File: src/rtl/pico_bridge_pkg.sv
// Shared types for the pico memory bridge: FSM states, error causes and the
// strobe-width helper used by the bridge and its optional timeout counter.
package pico_bridge_pkg;

  typedef enum logic [1:0] {
    ST_IDLE = 2'd0,
    ST_REQ  = 2'd1,
    ST_RSP  = 2'd2,
    ST_DONE = 2'd3
  } bridge_state_e;

  typedef enum logic [1:0] {
    ERR_NONE    = 2'd0,
    ERR_SLAVE   = 2'd1,
    ERR_TIMEOUT = 2'd2
  } err_cause_e;

  localparam int DEFAULT_DATA_WIDTH = 32;
  localparam int STRB_WIDTH         = DEFAULT_DATA_WIDTH / 8;

  // One strobe bit per byte lane.
  function automatic int strb_width(input int data_width);
    return data_width / 8;
  endfunction

endpackage

File: src/rtl/pico_bridge_timeout.sv
// Outstanding-transaction watchdog for the pico memory bridge. Only
// instantiated when PICO_BRIDGE_TIMEOUT_EN is defined.
module pico_bridge_timeout
  import pico_bridge_pkg::*;
#(
  parameter int TIMEOUT_CYCLES = 1024
) (
  input  logic clk_i,
  input  logic rst_ni,
  input  logic start_i,
  input  logic busy_i,
  output logic expired_o
);

  localparam int CntW = $clog2(TIMEOUT_CYCLES + 1);
  localparam logic [CntW-1:0] LastCnt = CntW'(TIMEOUT_CYCLES - 1);

  logic [CntW-1:0] cnt_q;
  logic [CntW-1:0] cnt_d;

  // Restart on entry to REQ, count while outstanding, saturate at the limit.
  always_comb begin
    cnt_d = cnt_q;
    if (start_i) begin
      cnt_d = '0;
    end else if (busy_i && (cnt_q != LastCnt)) begin
      cnt_d = cnt_q + 1'b1;
    end
  end

  // Counter register.
  always_ff @(posedge clk_i or negedge rst_ni) begin
    if (!rst_ni) begin
      cnt_q <= '0;
    end else begin
      cnt_q <= cnt_d;
    end
  end

  // The cycle holding the last count is the TIMEOUT_CYCLES-th outstanding one.
  assign expired_o = busy_i && (cnt_q == LastCnt);

endmodule

File: src/rtl/pico_mem_bridge.sv
// Bridge from a PicoRV32-style native memory interface to separate
// instruction and data MEM master ports (req/gnt, then valid/rdata/error).
// One transaction in flight at a time. Optional watchdog is enabled with
// the PICO_BRIDGE_TIMEOUT_EN macro.
module pico_mem_bridge
  import pico_bridge_pkg::*;
#(
  parameter int DATA_WIDTH     = 32,
  parameter int ADDR_WIDTH     = 32,
  parameter int TIMEOUT_CYCLES = 1024
) (
  input  logic                    clk_i,
  input  logic                    rst_ni,
  input  logic                    lite_valid_i,
  input  logic                    lite_instr_i,
  input  logic [ADDR_WIDTH-1:0]   lite_addr_i,
  input  logic [DATA_WIDTH-1:0]   lite_wdata_i,
  input  logic [DATA_WIDTH/8-1:0] lite_wstrb_i,
  output logic                    lite_ready_o,
  output logic [DATA_WIDTH-1:0]   lite_rdata_o,
  output logic                    instr_mem_req_o,
  output logic [ADDR_WIDTH-1:0]   instr_mem_addr_o,
  input  logic                    instr_mem_gnt_i,
  input  logic                    instr_mem_valid_i,
  input  logic [DATA_WIDTH-1:0]   instr_mem_rdata_i,
  input  logic                    instr_mem_error_i,
  output logic                    data_mem_req_o,
  output logic [ADDR_WIDTH-1:0]   data_mem_addr_o,
  output logic                    data_mem_we_o,
  output logic [DATA_WIDTH/8-1:0] data_mem_be_o,
  output logic [DATA_WIDTH-1:0]   data_mem_wdata_o,
  input  logic                    data_mem_gnt_i,
  input  logic                    data_mem_valid_i,
  input  logic [DATA_WIDTH-1:0]   data_mem_rdata_i,
  input  logic                    data_mem_error_i,
  output logic                    bus_err_o,
  output logic [1:0]              err_cause_o,
  output logic [ADDR_WIDTH-1:0]   err_addr_o,
  input  logic                    err_clr_i
);

  localparam int StrbW = strb_width(DATA_WIDTH);

  if (((DATA_WIDTH % 8) != 0) || (StrbW < 1) || (TIMEOUT_CYCLES < 1)) begin : g_bad_param
    $error("pico_mem_bridge: DATA_WIDTH must be a positive multiple of 8 and TIMEOUT_CYCLES >= 1");
  end

  bridge_state_e          state_q;
  logic                   instr_q;
  logic [ADDR_WIDTH-1:0]  addr_q;
  logic                   ireq_q;
  logic [ADDR_WIDTH-1:0]  iaddr_q;
  logic                   dreq_q;
  logic [ADDR_WIDTH-1:0]  daddr_q;
  logic                   dwe_q;
  logic [StrbW-1:0]       dbe_q;
  logic [DATA_WIDTH-1:0]  dwdata_q;
  logic                   ready_q;
  logic [DATA_WIDTH-1:0]  rdata_q;
  logic                   bus_err_q;
  err_cause_e             err_cause_q;
  logic [ADDR_WIDTH-1:0]  err_addr_q;

  logic                   sel_gnt;
  logic                   sel_valid;
  logic                   sel_err;
  logic [DATA_WIDTH-1:0]  sel_rdata;
  logic                   in_req;
  logic                   in_rsp;
  logic                   accept;
  logic                   to_expired;
  logic                   timeout_hit;
  logic                   new_err;

  // Response path of whichever port the latched request targets.
  assign sel_gnt   = instr_q ? instr_mem_gnt_i   : data_mem_gnt_i;
  assign sel_valid = instr_q ? instr_mem_valid_i : data_mem_valid_i;
  assign sel_err   = instr_q ? instr_mem_error_i : data_mem_error_i;
  assign sel_rdata = instr_q ? instr_mem_rdata_i : data_mem_rdata_i;

  assign in_req = (state_q == ST_REQ);
  assign in_rsp = (state_q == ST_RSP);

  // A response counts only while outstanding; in REQ it also needs the grant.
  assign accept      = (in_req && sel_gnt && sel_valid) || (in_rsp && sel_valid);
  assign timeout_hit = to_expired && !accept;
  assign new_err     = (accept && sel_err) || timeout_hit;

`ifdef PICO_BRIDGE_TIMEOUT_EN
  pico_bridge_timeout #(
    .TIMEOUT_CYCLES (TIMEOUT_CYCLES)
  ) u_timeout (
    .clk_i     (clk_i),
    .rst_ni    (rst_ni),
    .start_i   ((state_q == ST_IDLE) && lite_valid_i),
    .busy_i    (in_req || in_rsp),
    .expired_o (to_expired)
  );
`else
  assign to_expired = 1'b0;
`endif

  // Transaction FSM; every MEM-side and lite-side output is a register here.
  always_ff @(posedge clk_i or negedge rst_ni) begin
    if (!rst_ni) begin
      state_q  <= ST_IDLE;
      instr_q  <= 1'b0;
      addr_q   <= '0;
      ireq_q   <= 1'b0;
      iaddr_q  <= '0;
      dreq_q   <= 1'b0;
      daddr_q  <= '0;
      dwe_q    <= 1'b0;
      dbe_q    <= '0;
      dwdata_q <= '0;
      ready_q  <= 1'b0;
      rdata_q  <= '0;
    end else begin
      ready_q <= 1'b0;
      case (state_q)
        ST_IDLE: begin
          if (lite_valid_i) begin
            state_q <= ST_REQ;
            instr_q <= lite_instr_i;
            addr_q  <= lite_addr_i;
            if (lite_instr_i) begin
              ireq_q  <= 1'b1;
              iaddr_q <= lite_addr_i;
            end else begin
              dreq_q   <= 1'b1;
              daddr_q  <= lite_addr_i;
              dwe_q    <= |lite_wstrb_i;
              dbe_q    <= lite_wstrb_i;
              dwdata_q <= lite_wdata_i;
            end
          end
        end
        ST_REQ, ST_RSP: begin
          if (accept || timeout_hit) begin
            state_q <= ST_DONE;
            ready_q <= 1'b1;
            rdata_q <= (accept && !sel_err) ? sel_rdata : '0;
          end else if (in_req && sel_gnt) begin
            state_q <= ST_RSP;
          end
          // Request fields only live for the REQ phase.
          if (accept || timeout_hit || (in_req && sel_gnt)) begin
            ireq_q   <= 1'b0;
            iaddr_q  <= '0;
            dreq_q   <= 1'b0;
            daddr_q  <= '0;
            dwe_q    <= 1'b0;
            dbe_q    <= '0;
            dwdata_q <= '0;
          end
        end
        ST_DONE: begin
          state_q <= ST_IDLE;
        end
        default: begin
          state_q <= ST_IDLE;
        end
      endcase
    end
  end

  // Sticky first-error record; a fresh error beats a simultaneous clear.
  always_ff @(posedge clk_i or negedge rst_ni) begin
    if (!rst_ni) begin
      bus_err_q   <= 1'b0;
      err_cause_q <= ERR_NONE;
      err_addr_q  <= '0;
    end else if (new_err && (!bus_err_q || err_clr_i)) begin
      bus_err_q  <= 1'b1;
      err_addr_q <= addr_q;
      if (timeout_hit) begin
        err_cause_q <= ERR_TIMEOUT;
      end else begin
        err_cause_q <= ERR_SLAVE;
      end
    end else if (err_clr_i) begin
      bus_err_q   <= 1'b0;
      err_cause_q <= ERR_NONE;
      err_addr_q  <= '0;
    end
  end

  assign lite_ready_o     = ready_q;
  assign lite_rdata_o     = rdata_q;
  assign instr_mem_req_o  = ireq_q;
  assign instr_mem_addr_o = iaddr_q;
  assign data_mem_req_o   = dreq_q;
  assign data_mem_addr_o  = daddr_q;
  assign data_mem_we_o    = dwe_q;
  assign data_mem_be_o    = dbe_q;
  assign data_mem_wdata_o = dwdata_q;
  assign bus_err_o        = bus_err_q;
  assign err_cause_o      = err_cause_q;
  assign err_addr_o       = err_addr_q;

endmodule
File: config.mk
export PLATFORM = sky130hd
export DESIGN_NAME = pico_mem_bridge
export DESIGN_NICKNAME = d
export VERILOG_FILES = /design/src/rtl/pico_bridge_pkg.sv /design/src/rtl/pico_bridge_timeout.sv /design/src/rtl/pico_mem_bridge.sv
export SDC_FILE = /design/constraint.sdc
export NUM_CORES = 1
export LEC_CHECK = 0
export CAP_MARGIN = 10
export CORE_ASPECT_RATIO = 1.4
export CORE_MARGIN = 4
export CORE_UTILIZATION = 44
export DETAILED_ROUTE_END_ITERATION = 8
export GPL_ROUTABILITY_DRIVEN = 0
export PLACE_DENSITY = 0.83
export SLEW_MARGIN = 20
export SYNTH_ARGS = -nofsm -noshare
export SYNTH_HDL_FRONTEND = slang
export SYNTH_SLANG_ARGS = --single-unit
File: constraint.sdc
create_clock -name clk_i -period 2.2 [get_ports clk_i]
set_input_delay 0.44 -clock clk_i [delete_from_list [all_inputs] [get_ports clk_i]]
set_output_delay 0.44 -clock clk_i [all_outputs]
set_load 0.03 [all_outputs]
==> results of run 1 <==
[worst min-delay path by stage]
stage                 from          endpoint  cells past startpoint
floorplan           rst_ni         addr_q[0]                      0
global placement    rst_ni  lite_rdata_o[28]                      1
detailed placement  rst_ni  lite_rdata_o[28]                      1
CTS                 rst_ni  lite_rdata_o[28]                      2
global route        rst_ni  lite_rdata_o[28]                      2
finish              rst_ni  lite_rdata_o[28]                      2
[flip-flops by register name, indices dropped and copies added (netlist names)]
name and flops:
data_mem_be_o 4, data_mem_req_o 1, err_addr_o 32, data_mem_wdata_o 32
instr_mem_req_o 1, lite_ready_o 1, addr_q 32, err_cause_o 1
state_q 2, data_mem_we_o 1, instr_mem_addr_o 32, data_mem_addr_o 32
lite_rdata_o 32, instr_q 1
[per-stage QoR]
stage	TNS, ns	worst slack, ns	hold slack, ns
after floorplan	0	0.353	0.144
after global placement	-0.0990	-0.0183	0.370
after detailed placement	-0.298	-0.0342	0.370
after CTS	0	0.112	0.418
after global routing	0	0.0934	0.440
final	0	0.145	0.430
[metal layers]
metal / share of wire (%) / up-vias / global-route usage, % / routed length, um
met5: 0 / - / 0 / 0
met4: 2.8 / 0 / 7.12 / 654
met3: 8.6 / 40 / 4.65 / 2030
met2: 51 / 261 / 39.3 / 12100
met1: 37 / 2933 / 26.2 / 8720
li1: - / 2748 / - / -
[logic make-up (layout without fill, tap and decap cells)]
kind of cell | Yosys count | after routing | synth area share (%)
AND/OR/NAND/NOR | 76 | 76 | 4.73
multiplexers | 99 | 99 | 13.3
other | 1 | 2 | 0.0461
AO/OA/AOI/OAI | 147 | 147 | 15.0
buffers and inverters | 53 | 378 | 3.58
adder cells (fa/ha/maj) | 4 | 4 | 0.615
flip-flops | 204 | 204 | 62.7
[cell usage after synthesis, types with 2 or more instances]
master and instances:
o21ai_0 5, o31ai_1 32, mux2_2 63, nand2_1 35, ha_1 4, buf_6 8
buf_4 6, dfrtp_1 204, clkbuf_1 25, a21o_1 3, mux2_1 3, mux2i_1 32
buf_2 8, inv_1 6, nor2b_1 33, o21a_1 2, nand2b_1 2, a22o_1 101
[final cells by class]
class | instances | area [um^2] | area share [%]
inverter | 6 | 22.5 | 0.182
tap | 240 | 300 | 2.43
clock inverter | 8 | 131 | 1.06
multi-input combinational | 327 | 2780 | 22.5
antenna | 1 | 2.50 | 0.0203
clock buffer | 28 | 582 | 4.71
timing repair buffer | 336 | 3420 | 27.7
sequential | 204 | 5110 | 41.3
[where the power goes]
group	total [mW]	internal (mW)	switching [mW]
Clock	3.66	2.22	1.44
Sequential	6.45	5.47	0.983
Combinational	10.4	4.60	5.81
Total	20.5	12.3	8.24
[repair_timing]
item                      in CTS  in global routing
buffers inserted               0                  0
resized for setup              0                  0
hold endpoints to repair      32                  0
hold buffers                   1                  0
==> results_dict.tcl, run 1 <==
set metrics [dict create \
    cp_top_family "buffers and inverters" \
    utilization_pct 68.3 \
    fillers 1301 \
    wl_um 23500 \
    ys_top_cells_by_area "dfrtp_1 (63%), a22o_1 (11%), mux2_2 (8.7%)" \
    setup_viol 0 \
    outcome "finished, final reports clean" \
    nets 1042 \
    grt_pass1_wl_um 35700 \
    finalInstanceArea_um2 12300 \
    crit_path_top_delay_cell "clkdlybuf4s50_1" \
    critPathCapture "bus_err_o" \
    syn_inst 584 \
    hp-class "input port to asynchronous set/reset pin" \
    fin_cells 1150 \
    final_cell_mix "clkdlybuf4s50_1 (311), dfrtp_1 (203), a22o_1 (101)" \
    clk_path_buf_depth 3 \
    ys.flop_type "dfrtp_1" \
    slew_viol_final 0 \
    avgSynthCellArea_um2 13.9 \
    crit_path_max_incr_delay_ns 0.71 \
    clock_latency_ns 0.48 \
    reg2reg_depth 7 \
    fin_crit_ns 2.05 \
    rsz0062_at_grt "false" \
    clkSlewWorstSetupHoldPaths_ns 0.06 \
    viasPerCell 5.20 \
    cts-root-buf "clkbuf_16" \
    netlist_area_um2 8140 \
    ant_nets 0 \
    overflow 0 \
    synth_nets 731 \
    leakagePower_nw 5.51 \
    synth_warnings 0 \
    dpl.hpwl_um 16500 \
    wl_per_cell_um 20.4 \
    track_usage_pct 22.0 \
    setup.worst_path.start "err_cause_o[0]" \
    cp.required_ns 1.76 \
    vias 5982 \
    rr_endpoint "err_addr_o[12]" \
    cts_made_buffers 20 \
    maxCapViolCount 0 \
    critPathCaptureType "output pin" \
    p_per_area_nw_per_um2 1660 \
    antenna_found_initial 1 \
    drc_errors 0 \
    dp_cells 1112 \
    finalCritPeriodShare_pct 93.4 \
    synth.top_cell.area_share_pct 62.7 \
    r2r-start "state_q[0]" \
    grt_max_degree 71 \
    start_kind "flop" \
    die_y_um 169 \
    clock.fmax_ghz 0.487 \
    crit_type "flop to output pin" \
    grt_pass1_vias 6397 \
    io_pins 314 \
    path_max_fanout 3 \
    core_um2 18100 \
    drt_iter0_drc 291 \
    total_power_mw 20.5 \
    synth-seq-area-share_pct 62.7 \
    synthArstFlopShare_pct 100 \
    r2r_slack_ns 0.24 \
    die_area_um2 20800 \
    synth-edff-count 0 \
    rows 58 \
    drtPass1Iterations 4 \
    synth_top_area_cell "dfrtp_1" \
    worst_ep_arrival_time_ns 1.61 \
    placed_cell_area_um2 11600 \
    cts_max_level 1 \
    die_x_um 123 \
    ir_worst_vdd_mv 0.969 \
    finClkSkew_ns 0.0119 \
    critPathBufInv 1 \
    cts_tree "yes" \
    synth_seq_cells 204 \
    synth_cell_types 30 \
    io_buffer_count 312 \
    final_common_cell "clkdlybuf4s50_1" \
    hold_violations 0 \
    syn2layout_area_growth_pct 51.7 \
    drive_gt1_share_pct 14.2 \
    crit_path_cell_trace "clkdlybuf4s50_1" \
    start_util_pct 45.0 \
    cts.sinks 204 \
    cp.depth 1 \
]
Note: power is estimated with default switching activity, not from simulation.
==> run 2: changes to the inputs <==
--- a/config.mk
+++ b/config.mk
@@ -11,6 +11,7 @@
 export CORE_UTILIZATION = 44
 export DETAILED_ROUTE_END_ITERATION = 8
 export GPL_ROUTABILITY_DRIVEN = 0
+export MAX_ROUTING_LAYER = met4
 export PLACE_DENSITY = 0.83
 export SLEW_MARGIN = 20
 export SYNTH_ARGS = -nofsm -noshare
==> results_dict.tcl, run 2 (synthesized netlist as in run 1, its figures left out) <==
set metrics [dict create \
    die_x_um 123 \
    leakagePower_nw 5.51 \
    whs_ns 0.428 \
    drt_iter0_drc 322 \
    finClkSkew_ns 0.0137 \
    track_usage_pct 22.7 \
    grt_pass1_wl_um 35700 \
    clkSlewWorstSetupHoldPaths_ns 0.06 \
    antenna_found_initial 1 \
    final_common_cell "clkdlybuf4s50_1" \
    maxCapViolCount 0 \
    grt_pass1_vias 6381 \
    start_util_pct 45.0 \
    met3_length_um 1890 \
    critPathBufInv 1 \
    syn2layout_area_growth_pct 51.7 \
    fin_cells 1150 \
    post-cts-setup-buffer-count 0 \
    rows 58 \
    wl_met1_um 8840 \
    io_pins 314 \
    wl_per_cell_um 20.4 \
    cts-root-buf "clkbuf_16" \
    final.setup.worst_slack_ns 0.142 \
    final_cell_mix "clkdlybuf4s50_1 (311), dfrtp_1 (203), a22o_1 (101)" \
    die_area_um2 20800 \
    p_per_area_nw_per_um2 1660 \
    core_um2 18100 \
    clk_path_buf_depth 3 \
    vias 5983 \
    dp_cells 1112 \
    crit_path_cell_trace "clkdlybuf4s50_1" \
    start_kind "flop" \
    hp-class "input port to asynchronous set/reset pin" \
    cts_max_level 1 \
    drc_errors 0 \
    die_y_um 169 \
    ant_nets 0 \
    crit_type "flop to output pin" \
    finalCritPeriodShare_pct 93.5 \
    crit_path_top_delay_cell "clkdlybuf4s50_1" \
    rsz0062_at_grt "false" \
    drtPass1Iterations 4 \
    crit_path_max_incr_delay_ns 0.71 \
    slew_viol_final 0 \
    viasPerCell 5.20 \
    cp.required_ns 1.76 \
    hold_violations 0 \
    cts_tree "yes" \
    finalSetupTns_ns 0 \
    fin_crit_ns 2.06 \
    clock.fmax_ghz 0.486 \
    dp_slack_ns -0.0342 \
    drive_gt1_share_pct 14.2 \
    overflow 0 \
    clock_latency_ns 0.48 \
    path_max_fanout 3 \
    wl_um 23500 \
    topRoutingLayerUsed "met4" \
    dpl.hpwl_um 16500 \
    io_buffer_count 312 \
    worst_ep_arrival_time_ns 1.62 \
    critPathCaptureType "output pin" \
    cts_made_buffers 20 \
    ir_worst_vdd_mv 0.968 \
    outcome "finished, final reports clean" \
    cts.sinks 204 \
    setup_viol 0 \
    cp_top_family "buffers and inverters" \
    wl_met2_um 12100 \
    nets 1042 \
    grt_max_degree 71 \
]
==> run 2: cell counts in the layout (fill, tap and decap cells not counted) <==
No cell type changed its count.
==> run 2: report_power, final <==
group          leakage [nW]  internal, mW  switching, mW
Sequential             2.71          5.47          0.984
Clock                 0.342          2.22           1.45
Combinational          2.46          4.60           5.80
==> run 2: worst paths after layout <==
| path | to | slack (ns) | start | depth (start not counted) |
|---|---|---|---|---|
| setup / recovery | bus_err_o | 0.14 | err_cause_o[0] | 1 |
| max in group asynchronous | instr_mem_addr_o[11] | 1.08 | rst_ni | 3 |
| hold reg to reg | lite_rdata_o[17] | 0.48 | lite_rdata_o[17] | 2 |
| hold / removal | lite_rdata_o[28] | 0.43 | rst_ni | 2 |
| setup reg to reg | err_addr_o[12] | 0.24 | state_q[0] | 7 |
| min in group clk_i | lite_rdata_o[17] | 0.48 | lite_rdata_o[17] | 2 |
==> run 2: layer usage <==
layer  vias up  track usage [%]
met4         0             7.12
met1      2928             26.7
met3        40             4.04
met2       269             39.3
met5         -                -
li1       2746                -
==> run 2: final cells by class <==
cell class | instances | area [um^2]
Multi-Input combinational cell | 327 | 2780
Clock buffer | 28 | 582
Sequential cell | 204 | 5110
Clock inverter | 8 | 131
Inverter | 6 | 22.5
Timing Repair Buffer | 336 | 3420
Tap cell | 240 | 300
Antenna cell | 1 | 2.50
Fill cell | 1301 | 5720
==> run 2: what timing repair did <==
item | 4_1_cts | 5_1_grt
resized for setup | 0 | 0
hold buffers | 1 | 0
endpoints found under the setup margin | 0 | 0
endpoints found under the hold margin | 32 | 0
==> run 2: metrics by stage <==
step	total power, mW	instance area, um^2	util, %
floorplan	12.5	8140	-
global placement	16.8	11600	64.3
detailed placement	17.0	11600	64.3
CTS	20.8	12300	68.3
global route	21.6	12300	68.3
finish	20.5	12300	68.3
==> run 2: worst reg2reg max path, cell delays in order (launching register included) <==
cell and delay [ns]:
dfrtp_1 0.41, inv_1 0.09, ha_1 0.27, or2_2 0.18
o211ai_1 0.15, nor2_4 0.18, buf_12 0.20, mux2_2 0.36
